### src/rtl/xperm_seq_fu.sv
// Sequential Zbkx xperm4/xperm8 unit: resolves LANES table lookups per cycle and
// holds the result on a valid/ready output port until it is consumed.
module xperm_seq_fu #(
  parameter int XLEN  = 32,
  parameter int LANES = 2
) (
  input  logic            clk_i,
  input  logic            rst_i,
  input  logic            valid_i,
  output logic            ready_o,
  input  logic            mode_i,
  input  logic [XLEN-1:0] rs1_i,
  input  logic [XLEN-1:0] rs2_i,
  input  logic            flush_i,
  output logic            valid_o,
  input  logic            ready_i,
  output logic [XLEN-1:0] rd_o
);

  localparam int N4 = XLEN / 4;
  localparam int N8 = XLEN / 8;
  localparam int CW = $clog2(N4);

  typedef enum logic [1:0] {IDLE, BUSY, DONE} state_e;

  state_e          state_q;
  logic [CW-1:0]   cnt_q;
  logic            mode_q;
  logic [XLEN-1:0] rs1_q;
  logic [XLEN-1:0] rs2_q;
  logic [XLEN-1:0] rd_q;
  logic [XLEN-1:0] rd_d;
  logic            last_d;

  // Lookups scan every legal entry, so any index >= N yields zero for free.
  function automatic logic [3:0] lut4(input logic [XLEN-1:0] tbl, input logic [3:0] idx);
    lut4 = '0;
    for (int j = 0; j < N4; j++)
      if (int'(idx) == j) lut4 = tbl[4*j +: 4];
  endfunction

  function automatic logic [7:0] lut8(input logic [XLEN-1:0] tbl, input logic [7:0] idx);
    lut8 = '0;
    for (int j = 0; j < N8; j++)
      if (int'(idx) == j) lut8 = tbl[8*j +: 8];
  endfunction

  always_comb begin
    rd_d = rd_q;
    if (mode_q) begin
      for (int i = 0; i < N8; i++)
        if (i >= int'(cnt_q) && i < int'(cnt_q) + LANES)
          rd_d[8*i +: 8] = lut8(rs1_q, rs2_q[8*i +: 8]);
    end else begin
      for (int i = 0; i < N4; i++)
        if (i >= int'(cnt_q) && i < int'(cnt_q) + LANES)
          rd_d[4*i +: 4] = lut4(rs1_q, rs2_q[4*i +: 4]);
    end
    last_d = (int'(cnt_q) + LANES) >= (mode_q ? N8 : N4);
  end

  always_ff @(posedge clk_i) begin
    if (rst_i) begin
      state_q <= IDLE;
      cnt_q   <= '0;
      rd_q    <= '0;
    end else if (flush_i) begin
      state_q <= IDLE;
      cnt_q   <= '0;
    end else begin
      case (state_q)
        IDLE: begin
          if (valid_i) begin
            rs1_q   <= rs1_i;
            rs2_q   <= rs2_i;
            mode_q  <= mode_i;
            rd_q    <= '0;
            cnt_q   <= '0;
            state_q <= BUSY;
          end
        end
        BUSY: begin
          rd_q <= rd_d;
          // Counter is cleared on the final iteration instead of stepping past N.
          if (last_d) begin
            cnt_q   <= '0;
            state_q <= DONE;
          end else begin
            cnt_q <= cnt_q + CW'(LANES);
          end
        end
        DONE: begin
          if (ready_i) state_q <= IDLE;
        end
        default: state_q <= IDLE;
      endcase
    end
  end

  assign ready_o = (state_q == IDLE);
  assign valid_o = (state_q == DONE);
  assign rd_o    = rd_q;

endmodule

### config.mk
export PLATFORM = sky130hd
export DESIGN_NAME = xperm_seq_fu
export DESIGN_NICKNAME = d
export VERILOG_FILES = /design/src/rtl/xperm_seq_fu.sv
export SDC_FILE = /design/constraint.sdc
export NUM_CORES = 1
export LEC_CHECK = 0
export ABC_CLOCK_PERIOD_IN_PS = 9210
export BUFFER_PORTS_ARGS = -buffer_cell sky130_fd_sc_hd__buf_2
export CAP_MARGIN = 20
export CORE_MARGIN = 2
export CORE_UTILIZATION = 30
export CTS_BUF_LIST = sky130_fd_sc_hd__clkbuf_4 sky130_fd_sc_hd__clkbuf_8
export DETAILED_ROUTE_END_ITERATION = 10
export SYNTH_ARGS = -nofsm -noshare
export SYNTH_HDL_FRONTEND = slang
export SYNTH_SLANG_ARGS = --single-unit
### constraint.sdc
create_clock -name clk_i -period 9.21 [get_ports clk_i]
set_clock_uncertainty 0.2 [all_clocks]
set_input_delay 0.4605 -clock clk_i [delete_from_list [all_inputs] [get_ports clk_i]]
set_output_delay 0.4605 -clock clk_i [all_outputs]
set_load 0.1 [all_outputs]
=== After elaboration in Yosys (flattened, before gate mapping) ===
Cells that the tools add are included.

* Bits in registers: 102
* Input bits: 70
* Output and inout port bits: 34
* Logic and storage cells: 254

* Add/sub/neg operators: 2
* $lt $le $gt $ge: 16
* Equality and inequality tests: 85
* Mux-type cells: 103
* Bitwise operators: 2
* Reductions and logical operators: 33

{| class="wikitable"
|+ Operators by type and width
! kind !! count
|-
| $mux 4 || 73
|-
| $mux 8 || 20
|-
| $eq 4x4->1 const B || 32
|-
| $lt 4x32->1 const A || 4
|-
| $eq 4x3->1 const B || 16
|-
| $eq 8x3->1 const B || 8
|-
| $lt 3x32->1 const A || 2
|-
| $mux 32 || 2
|-
| $pmux 32 s2 || 1
|-
| $reduce_and 5->1 || 7
|-
| $ne 3x3->1 const B || 11
|-
| $eq 4x2->1 const B || 8
|-
| $eq 8x2->1 const B || 4
|-
| $logic_not 4->1 || 8
|-
| $logic_not 8->1 || 4
|-
| $lt 1x32->1 const A || 1
|-
| $lt 2x32->1 const A || 1
|-
| $ge 3x3->1 const A || 3
|-
| $reduce_and 4->1 || 2
|-
| $logic_and 1x1->1 || 7
|-
| $ge 1x3->1 const A || 2
|-
| $ge 2x3->1 const A || 2
|-
| $mux 2 || 3
|-
| $mux 3 || 2
|-
| other kinds (15) || 18
|}

=== Depth between registers and ports, before layout ===
Gate-level depths: netlist (run 1).

* Depth in word-level cells: 12
* Mapped depth: 8
* Gate-level depth less buffers: 7

=== Least setup slack after synthesis (run 1) ===
OpenSTA, ideal clock, no wires.

* Kind: input-to-reg
* From: input rst_i
* To: register mode_q, enable pin
* Library setup time: 0.655 ns
* Arrival: 6.863 ns
* Required time: 8.355 ns
* Slack: 1.492 ns
* Stages: 2
* Buffers on the path: 1
* Cells stage by stage: clkbuf_1 nor4_1

* Word-level cells in the longest chain between the ends: 2

{| class="wikitable"
|+ Ends and longest elaborated chain
! what !! line !! source
|-
| start, declared || 8 || <nowiki>input logic rst_i,</nowiki>
|-
| $not 1->1 (no line) || n/a ||
|-
| $reduce_and 4->1 (no line) || n/a ||
|-
| end signal, assigned || 76 || <nowiki>mode_q <= mode_i;</nowiki>
|-
| end, declared || 28 || <nowiki>logic mode_q;</nowiki>
|}

Every way passes these cells.
A chain may end at the register's enable or synchronous reset.

=== Worst setup path after layout (run 1) ===
* From: register mode_q
* To: register rd_q[28] (netlist: rd_o[28])

* Word-level cells in the longest chain between the ends: 2
* Elaborated cells between the ends (all ways): 5
* Those cells by class: eq/ne (2); mux (2); reduce/logical (1)

{| class="wikitable"
|+ Ends and longest elaborated chain
! what !! line !! source
|-
| $ne 3x3->1 (no line) or $mux 32 (tied branches) || n/a ||
|-
| $reduce_and 5->1 (no line) or $pmux 32 s2 (tied branches) || n/a ||
|-
| end signal, assigned || 83 || <nowiki>rd_q <= rd_d;</nowiki>
|-
| end, declared || 31 || <nowiki>logic [XLEN-1:0] rd_q;</nowiki>
|}

Several ways; a longest one is shown, not always the timed one.

==> results.ini, run 1 <==
[run_status]
status = finished, final reports clean

[floorplanning]
die_area_sq_um = 25300
num_rows = 56
die_w_um = 159
top_level_ports = 104
core-area_sq_um = 23500
die_h_um = 159
initial_utilization_pct = 30.7

[timing]
period_needed_ns = 2.73
tns_ns = 0
max_slew_margin_pct = 37.0
hold_violations = 0
rsz0062_at_grt = no
worst_pin_slew_ns = 0.945
setup_viol_count_final = 0
hold_slack_ns = 0.0290
slew_violations = 0
min_period_over_period_pct = 29.6
fmax_mhz = 367

[pwr]
peakVddDrop_mv = 0.0801
p_sw_mw = 0.250
leakage_nw = 2.94
power.share.sequential_pct = 54.8
power.internal_mw = 0.715
comb_power_share_pct = 10.9
power.density_nw_per_um2 = 119
pwr-share-clk_pct = 34.3
switching_share_pct = 25.9

[drt]
first_pass_iters = 5
first_iter_violations = 647
drt-total-wl_um = 23200
vias = 6064
drc = 0
wl_per_cell_um = 22.4
final_antenna_net_count = 0
via_per_inst = 5.85

[synthesis]
yosysTopAreaCell = edfxtp_1
syn_nets = 753
seq_area_frac_synth_pct = 37.0
ys_types = 67
synthCells = 675
synth_area_per_cell_sq_um = 10.7
synth_warnings = 0
synth_edf_count = 65
ys.flop_type = edfxtp_1
yosys-top-cells-area = edfxtp_1 27%, mux4_2 18%, dfxtp_1 10%, mux2i_1 4.7%, clkbuf_1 2.5%
async_flop_share_pct = 0
synth_top_area_share_pct = 27.0
synth-seq-cells = 101
syn_area_sq_um = 7220

[critical_path]
required_ns = 9.36
critPathLaunchType = register
crit_path_max_fanout = 59
worstPathArrival_ns = 2.87
reg2reg_depth = 5
worstSetupPathType = reg2reg
r2r-end = rd_o[28]
r2r_start = mode_q
critPathLaunch = mode_q
crit_path_end_kind = register
ff2ff_setup_slack_ns = 6.48

[clocking]
h-tree-depth = 3
clkLatencyLatePin_ns = 0.40
path_clk_slew_ns = 0.10
cts_hold_buf = 0
clock-sinks = 101
ctsResizeCount = 0
cts_buffers = 9
cts_max_path_buffers = 2
post_cts_buffers = 0
cts_tree = built
root_buffer = clkbuf_8

[hold_path]
hold_path.class = in2reg
hold_start = rs2_i[3]
min_to = rs2_q[3]
hold_depth = 1

[finish]
fin_area_sq_um = 8110
syn_to_final_growth_pct = 12.3
n_antenna_cell = 0
drive_above_1_share_pct = 28.2
final_nets = 790
final_cells = 1036
layout_commonest_cell = buf_2
mostFrequentLayoutCells = 103 x buf_2, 65 x edfxtp_1, 59 x mux4_2

[place]
place_inst = 1017
placed_area_sq_um = 7800
port_buffers = 103
place_hpwl_um = 15500
gp_congestion = 0.861

[global_routing]
grt_pass1_vias = 5659
antenna_found_initial = 0
grt_use_total_pct = 18.2
grt_pass1_wl_um = 35400
grt_overflow = 0
grt_max_degree = 66

[flow_run]
max-cap-violations = 0

## logic make-up (layout without fill, tap and decap cells)
| group | count (synthesis) | after routing | synth area share, % |
|---|---|---|---|
| muxes | 100 | 100 | 24.2 |
| and+or+nand+nor | 178 | 178 | 13.2 |
| AOI/OAI and AO/OA | 185 | 185 | 18.0 |
| DFF | 101 | 101 | 37.0 |
| adders and majority gates | 8 | 8 | 1.49 |
| buffers and inverters | 103 | 145 | 6.10 |
## synth_stat cells, types with 3 or more instances
master,count
nor2_1,43
o311ai_0,4
dfxtp_1,36
o2111ai_1,3
nand4_1,7
or3_1,11
o22ai_1,10
mux4_2,59
nand3b_1,6
a21o_1,5
a22o_1,13
a22oi_1,4
a211oi_1,10
mux2i_1,34
nand2b_1,11
a221oi_1,5
nand2_1,45
inv_1,21
a41o_1,3
a32o_1,7
a2bb2oi_1,5
o21ai_0,34
clkbuf_1,49
ha_1,7
o31ai_1,3
o2bb2ai_1,3
a21oi_1,36
a31oi_1,11
nor2b_1,9
mux2_2,7
edfxtp_1,65
nand3_1,12
a221o_1,5
o221ai_1,4
buf_2,25
buf_1,4
nor3_1,9
o21ai_1,3
a2111oi_0,4
## stage by stage
| stage | worst slack, ns | power, mW | utilization (%) |
|---|---|---|---|
| final | 6.48 | 0.965 | 34.5 |
| after global routing | 6.32 | 1.00 | 34.5 |
| after CTS | 6.54 | 0.971 | 34.1 |
| after detailed placement | 6.54 | 0.640 | 33.1 |
| after global placement | 6.62 | 0.639 | 33.1 |
| after floorplan | 1.49 | 0.601 | - |
## area by class of cell
type                            count  area [sq um]
Clock buffer                       11           151
Clock inverter                      5          81.3
Fill cell                        2408         15400
Inverter                           21          78.8
Multi-Input combinational cell    471          4120
Sequential cell                   101          2670
Tap cell                          319           399
Timing Repair Buffer              108           613
## worst max-delay path: stages (launching register included)
cell,delay [ns]
edfxtp_1,0.33
buf_4,0.50
inv_1,0.44
ha_1,0.35
nor3_1,0.59
a32o_1,0.26
## worst max-delay path by stage
stage | endpoint | slack (ns) | cells past startpoint
floorplan | mode_q | 1.49 | 2
global placement | rd_o[30] | 6.62 | 5
detailed placement | rd_o[28] | 6.54 | 5
CTS | rd_o[28] | 6.54 | 5
global route | rd_o[28] | 6.32 | 5
finish | rd_o[28] | 6.48 | 5
## state kept, by name, summed over array words and instances (netlist names)
signal / count
rs1_q: 32
cnt_q: 2
mode_q: 1
state_q: 2
rs2_q: 32
rd_o: 32
## per-layer routing
layer / up-vias / share of wire, % / wire length [um] / track usage, %
li1: 2719 / - / - / -
met1: 2911 / 45 / 10400 / 26.8
met2: 387 / 43 / 9890 / 25.5
met3: 47 / 9.5 / 2210 / 4.43
met4: 0 / 2.9 / 683 / 7.02
met5: - / 0 / 0 / 0
## power groups by stage
stage	registers (mW)	logic, mW	clock network (mW)
3_3_place_gp	0.539	0.0997	0
6_report	0.528	0.105	0.331
3_5_place_dp	0.539	0.100	0
4_1_cts	0.529	0.101	0.341
5_1_grt	0.530	0.114	0.360
2_1_floorplan	0.515	0.0853	0
Note: power is estimated with default switching activity, not from simulation.
==> run 2, diff against run 1 <==
--- a/config.mk
+++ b/config.mk
@@ -5,7 +5,7 @@
 export SDC_FILE = /design/constraint.sdc
 export NUM_CORES = 1
 export LEC_CHECK = 0
-export ABC_CLOCK_PERIOD_IN_PS = 9210
+export ABC_CLOCK_PERIOD_IN_PS = 2850
 export BUFFER_PORTS_ARGS = -buffer_cell sky130_fd_sc_hd__buf_2
 export CAP_MARGIN = 20
 export CORE_MARGIN = 2
==> constraint.sdc (replaced) <==
create_clock -name clk_i -period 2.85 [get_ports clk_i]
set_clock_uncertainty 0.2 [all_clocks]
set_input_delay 0.1425 -clock clk_i [delete_from_list [all_inputs] [get_ports clk_i]]
set_output_delay 0.1425 -clock clk_i [all_outputs]
set_load 0.1 [all_outputs]
==> run 2 against run 1 <==
- die area stayed put
- clock-buffer cell count is 2 lower
- total power grew to 3.2 times the previous value
- sequential power grew to 3.2 times the previous value
- global-route usage is 0.64 points higher
==> results.ini, run 2 (synthesis gave the netlist of run 1 again) <==
[run_status]
status = finished, final reports clean

[global_routing]
grt_use_total_pct = 18.8  ; +0.64 points
antenna_found_initial = 0  ; unchanged
grt_max_degree = 66  ; unchanged
grt-busiest-layer = met2
grt_pass1_wl_um = 37100  ; +4.8%
grtUsageMet3_pct = 3.78  ; -0.65 points
grt_overflow = 0  ; unchanged
met1_usage_pct = 27.3  ; +0.44 points
grt_pass1_vias = 6151  ; +8.7%
use_met2_pct = 27.8  ; +2.4 points

[timing]
fmax_mhz = 387  ; +5.4%
tns_ns = 0  ; unchanged
max_slew_margin_pct = 37.6  ; +0.64 points
worst_pin_slew_ns = 0.935  ; -0.00958 ns
period_needed_ns = 2.59  ; -0.140 ns
layout_setup_ws_ns = 0.263  ; -6.22 ns
rsz0062_at_grt = no
setup_viol_count_final = 0  ; unchanged
min_period_over_period_pct = 90.8  ; +61 points
hold_slack_ns = 0.0808  ; +0.0519 ns
slew_violations = 0  ; unchanged
hold_violations = 0  ; unchanged

[place]
place_hpwl_um = 16000  ; +3.5%
pre_cts_slack_ns = 0.501  ; -6.04 ns
gp_congestion = 0.892  ; +3.7%
port_buffers = 103  ; unchanged
placed_area_sq_um = 8030  ; +3.0%
place_inst = 1042  ; +2.5%

[floorplanning]
core-area_sq_um = 23500  ; unchanged
num_rows = 56  ; unchanged
die_h_um = 159  ; unchanged
die_area_sq_um = 25300  ; unchanged
initial_utilization_pct = 30.7  ; unchanged
die_w_um = 159  ; unchanged
top_level_ports = 104  ; unchanged

[clocking]
cts_max_path_buffers = 2  ; unchanged
root_buffer = clkbuf_8
path_clk_slew_ns = 0.11  ; about the same
h-tree-depth = 3  ; unchanged
clock-sinks = 101  ; unchanged
clkLatencyLatePin_ns = 0.41  ; about the same
cts_tree = built
cts_buffers = 9  ; unchanged

[finish]
n_antenna_cell = 0  ; unchanged
final_nets = 882  ; +12%
layout_commonest_cell = buf_2
fin_area_sq_um = 8930  ; +10%
fin_util_pct = 37.9  ; +3.5 points
drive_above_1_share_pct = 28.1  ; -0.11 points
syn_to_final_growth_pct = 23.6
mostFrequentLayoutCells = 103 x buf_2, 70 x dlygate4sd3_1, 65 x edfxtp_1
final_cells = 1128  ; +8.9%

[critical_path]
crit_slowest_cell = dlygate4sd3_1
worst-path-buf-inv = 3  ; +1
path_cells = buf_4 -> inv_1 -> fa_1 -> nand2_1 -> a2111oi_0 -> dlygate4sd3_1
required_ns = 3.00  ; -6.36 ns
ff2ff_setup_slack_ns = 0.26  ; -6.22 ns
critPathLaunchType = register
worstPathArrival_ns = 2.74  ; -0.13 ns
worstSetupPathType = reg2reg
critPathMaxStageDelay_ns = 0.59  ; about the same
cp_top_family = buffers and inverters
crit_path_max_fanout = 14  ; -76%
r2r_start = mode_q
crit_path_end_kind = register
critPathLaunch = mode_q
reg2reg_depth = 6  ; +1
r2r-end = state_q[0]
cp.depth = 6  ; +1

[pwr]
peakVddDrop_mv = 0.316  ; +290%
finalPower_mw = 3.08  ; +220%
leakage_nw = 3.31  ; +13%
power.density_nw_per_um2 = 345  ; +190%

[drt]
first_iter_violations = 824  ; +27%
wl_per_cell_um = 21.0  ; -6.1%
first_pass_iters = 6  ; +1
drc = 0  ; unchanged
via_per_inst = 5.66  ; -3.3%
drt-total-wl_um = 23700  ; +2.2%
final_antenna_net_count = 0  ; unchanged
vias = 6384  ; +5.3%

[flow_run]
max-cap-violations = 0  ; unchanged

[hold_path]
hold_start = rst_i
hold_depth = 4  ; +3
hold_path.class = in2reg
min_to = rd_o[21]

run 2: cell count changes in the layout (fill, tap and decap cells not counted), sizes merged:
cell,delta
clkbuf,-2
dlygate4sd3,+70
inv,+2
bufinv,-2
clkinv,+1
buf,+22
clkinvlp,+1
run 2: worst register-to-register path: cells and delay by family, from the launching register on:
| family | cells | cell delay [ns] |
|---|---|---|
| buf+inv | 3 | 1.12 |
| simple gates | 1 | 0.08 |
| flops | 1 | 0.46 |
| compound gates | 1 | 0.39 |
| fa+ha+maj | 1 | 0.29 |
run 2: power by group:
part	internal [mW]	switching (mW)
registers	1.59	0.0962
clock network	0.346	0.600
logic	0.245	0.198
run 2: worst max path at each step:
stage                       to  slack (ns)
detailed placement    rd_o[18]        0.50
finish              state_q[0]        0.26
global route        state_q[0]        0.04
CTS                 state_q[0]        0.29
floorplan               mode_q       -0.43
global placement      rd_o[10]        0.56
run 2: cell type report:
type                            instances  area [sq um]
Timing Repair Buffer                  200          1440
Tap cell                              319           399
Clock inverter                          7          77.6
Sequential cell                       101          2670
Multi-Input combinational cell        471          4130
Clock buffer                            9           124
Fill cell                            2348         14600
Inverter                               21          78.8
run 2: repair_timing:
item	in CTS	in global routing
setup buffers	0	0
endpoints found under the hold margin	68	0
endpoints found under the setup margin	0	0
hold buffers	70	0
gates resized for setup	0	0
run 2: per-layer routing:
metal	vias up	wire length [um]
met5	-	0
met4	0	641
met3	49	2260
met2	398	10500
met1	3035	10400
li1	2902	-
==> run 3, diff against run 2 <==
--- a/config.mk
+++ b/config.mk
@@ -9,9 +9,11 @@
 export BUFFER_PORTS_ARGS = -buffer_cell sky130_fd_sc_hd__buf_2
 export CAP_MARGIN = 20
 export CORE_MARGIN = 2
-export CORE_UTILIZATION = 30
+export CORE_UTILIZATION = 60
 export CTS_BUF_LIST = sky130_fd_sc_hd__clkbuf_4 sky130_fd_sc_hd__clkbuf_8
 export DETAILED_ROUTE_END_ITERATION = 10
+export PLACE_DENSITY = 0.83
+export SKIP_LAST_GASP = 1
 export SYNTH_ARGS = -nofsm -noshare
 export SYNTH_HDL_FRONTEND = slang
 export SYNTH_SLANG_ARGS = --single-unit
==> run 3 against run 2 <==
- register-to-register slack better by 0.04 ns
- sequential power is essentially flat
- combinational power decreased by 3%
- sequential share of layout area grew 1.2 points
- die area is 49% lower
- global-route usage rose by 17 points
- clock power is 7.6% lower
==> results.ini, run 3 (synthesis gave the netlist of run 1 again) <==
[drt]
final_antenna_net_count = 0  ; unchanged
drt-total-wl_um = 22300  ; -6.2%
first_pass_iters = 6  ; unchanged
drc = 0  ; unchanged
vias = 6643  ; +4.1%
wl_per_cell_um = 23.5  ; +12%
first_iter_violations = 1197  ; +45%
via_per_inst = 7.02  ; +24%

[timing]
setup_viol_count_final = 0  ; unchanged
worst_pin_slew_ns = 0.991  ; +0.0561 ns
hold_slack_ns = 0.116  ; +0.0348 ns
period_needed_ns = 2.54  ; -0.0432 ns
min_period_over_period_pct = 89.2  ; -1.5 points
slew_violations = 0  ; unchanged
fmax_mhz = 393  ; +1.7%
layout_setup_ws_ns = 0.307  ; +0.0432 ns
max_slew_margin_pct = 33.9  ; -3.7 points
hold_violations = 0  ; unchanged
rsz0062_at_grt = no

[floorplanning]
die_w_um = 114  ; -29%
initial_utilization_pct = 60.9  ; +30 points
die_area_sq_um = 12900  ; -49%
core-area_sq_um = 11900  ; -50%
num_rows = 40  ; -29%
top_level_ports = 104  ; unchanged
die_h_um = 114  ; -29%

[place]
pre_cts_slack_ns = 0.403  ; -0.0982 ns
placed_area_sq_um = 7700  ; -4.1%
place_inst = 858  ; -18%
port_buffers = 103  ; unchanged
gp_congestion = 0.941  ; +5.5%
place_hpwl_um = 14200  ; -11%

[hold_path]
min_to = rd_o[19]
hold_path.class = in2reg
hold_start = rst_i
hold_depth = 4  ; unchanged

[clocking]
clock-sinks = 101  ; unchanged
root_buffer = clkbuf_8
clkLatencyLatePin_ns = 0.41  ; about the same
ctsResizeCount = 0  ; unchanged
h-tree-depth = 3  ; unchanged
cts_buffers = 9  ; unchanged
path_clk_slew_ns = 0.10  ; about the same
cts_max_path_buffers = 2  ; unchanged
cts_tree = built

[flow_run]
max-cap-violations = 0  ; unchanged

[pwr]
power.share.sequential_pct = 56.5  ; +1.6 points
power.density_nw_per_um2 = 349  ; +1.4%
peakVddDrop_mv = 0.422  ; +34%
leakage_nw = 3.25  ; -1.8%
comb_power_share_pct = 14.4  ; about the same
switching_share_pct = 27.8  ; -1.2 points
p_sw_mw = 0.836  ; -6.5%
finalPower_mw = 3.00  ; -2.4%
pwr-share-clk_pct = 29.1  ; -1.6 points
power.internal_mw = 2.17  ; -0.79%

[critical_path]
crit_path_max_fanout = 12  ; -2
worstPathArrival_ns = 2.68  ; -0.06 ns
required_ns = 2.99  ; about the same
ff2ff_setup_slack_ns = 0.31  ; +0.04 ns
r2r-end = cnt_q[1]
crit_path_end_kind = register
worstSetupPathType = reg2reg
critPathLaunchType = register
reg2reg_depth = 7  ; +1
r2r_start = mode_q

[finish]
layout_commonest_cell = buf_2
final_nets = 872  ; -1.1%
drive_above_1_share_pct = 27.2  ; -0.90 points
fin_area_sq_um = 8590  ; -3.8%
mostFrequentLayoutCells = 103 x buf_2, 70 x dlygate4sd3_1, 65 x edfxtp_1
syn_to_final_growth_pct = 18.9
final_cells = 946  ; -16%
n_antenna_cell = 0  ; unchanged
fillers = 842  ; -64%

[run_status]
status = finished, final reports clean

[global_routing]
grt_pass1_wl_um = 34700  ; -6.3%
grt_overflow = 0  ; unchanged
grt_use_total_pct = 35.3  ; +17 points
grt_pass1_vias = 6493  ; +5.6%
antenna_found_initial = 0  ; unchanged
grt_max_degree = 48  ; -27%

run 3: cell count changes in the layout (fill, tap and decap cells not counted):
cell and delta:
clkinv_2 +2, clkinvlp_4 -1, buf_12 -2, buf_4 -8, inv_6 +1, clkinv_8 -2, clkbuf_4 +1, inv_8 -1
run 3: worst max-delay path, stage by stage (launching register included):
cell	delay, ns
edfxtp_1	0.46
inv_1	0.41
fa_1	0.30
nand2_1	0.08
nor2_1	0.18
a21oi_1	0.10
nor3_1	0.16
dlygate4sd3_1	0.59
run 3: cell type report:
| cell class | instances | area, sq um | area share [%] |
|---|---|---|---|
| multi-input combinational | 471 | 4130 | 48.1 |
| inverter | 21 | 78.8 | 0.918 |
| clock inverter | 6 | 45.0 | 0.524 |
| timing repair buffer | 190 | 1340 | 15.6 |
| sequential | 101 | 2670 | 31.1 |
| tap | 147 | 184 | 2.14 |
| clock buffer | 10 | 131 | 1.53 |
run 3: power groups by stage:
stage          registers (mW)  clock network, mW  logic (mW)
2_1_floorplan            1.66                  0       0.279
3_5_place_dp             1.72                  0       0.344
5_1_grt                  1.70              0.945       0.461
4_1_cts                  1.69              0.892       0.417
6_report                 1.70              0.874       0.431
3_3_place_gp             1.72                  0       0.333
run 3: repair_timing:
| action | in CTS | in global routing |
|---|---|---|
| setup buffers | 0 | 2 |
| endpoints found under the hold margin | 68 | 0 |
| hold buffers | 70 | 0 |
| endpoints found under the setup margin | 0 | 2 |
run 3: how the worst max path moves through the flow:
stage                    start          to  slack [ns]  depth (start not counted)
detailed placement    rs2_q[0]     rd_o[2]        0.40                          4
global placement      rs2_q[0]     rd_o[1]        0.50                          5
floorplan           state_q[0]      mode_q       -0.43                          3
finish                  mode_q    cnt_q[1]        0.31                          7
CTS                     mode_q    cnt_q[1]        0.06                          7
global route            mode_q  state_q[0]        0.14                          5
run 3: per-stage QoR:
| stage | TNS [ns] | utilization (%) |
|---|---|---|
| finish | 0 | 72.4 |
| global route | 0 | 72.4 |
| detailed placement | 0 | 64.9 |
| CTS | 0 | 72.3 |
| floorplan | -27.74 | - |
| global placement | 0 | 64.9 |
run 3: layer usage:
metal,GRT usage (%),share of wire [%],vias to the layer above
met5,0,0,-
met4,17.5,5.0,0
met3,11.2,14,116
met2,53.7,44,590
met1,46.2,36,3062
li1,-,-,2875
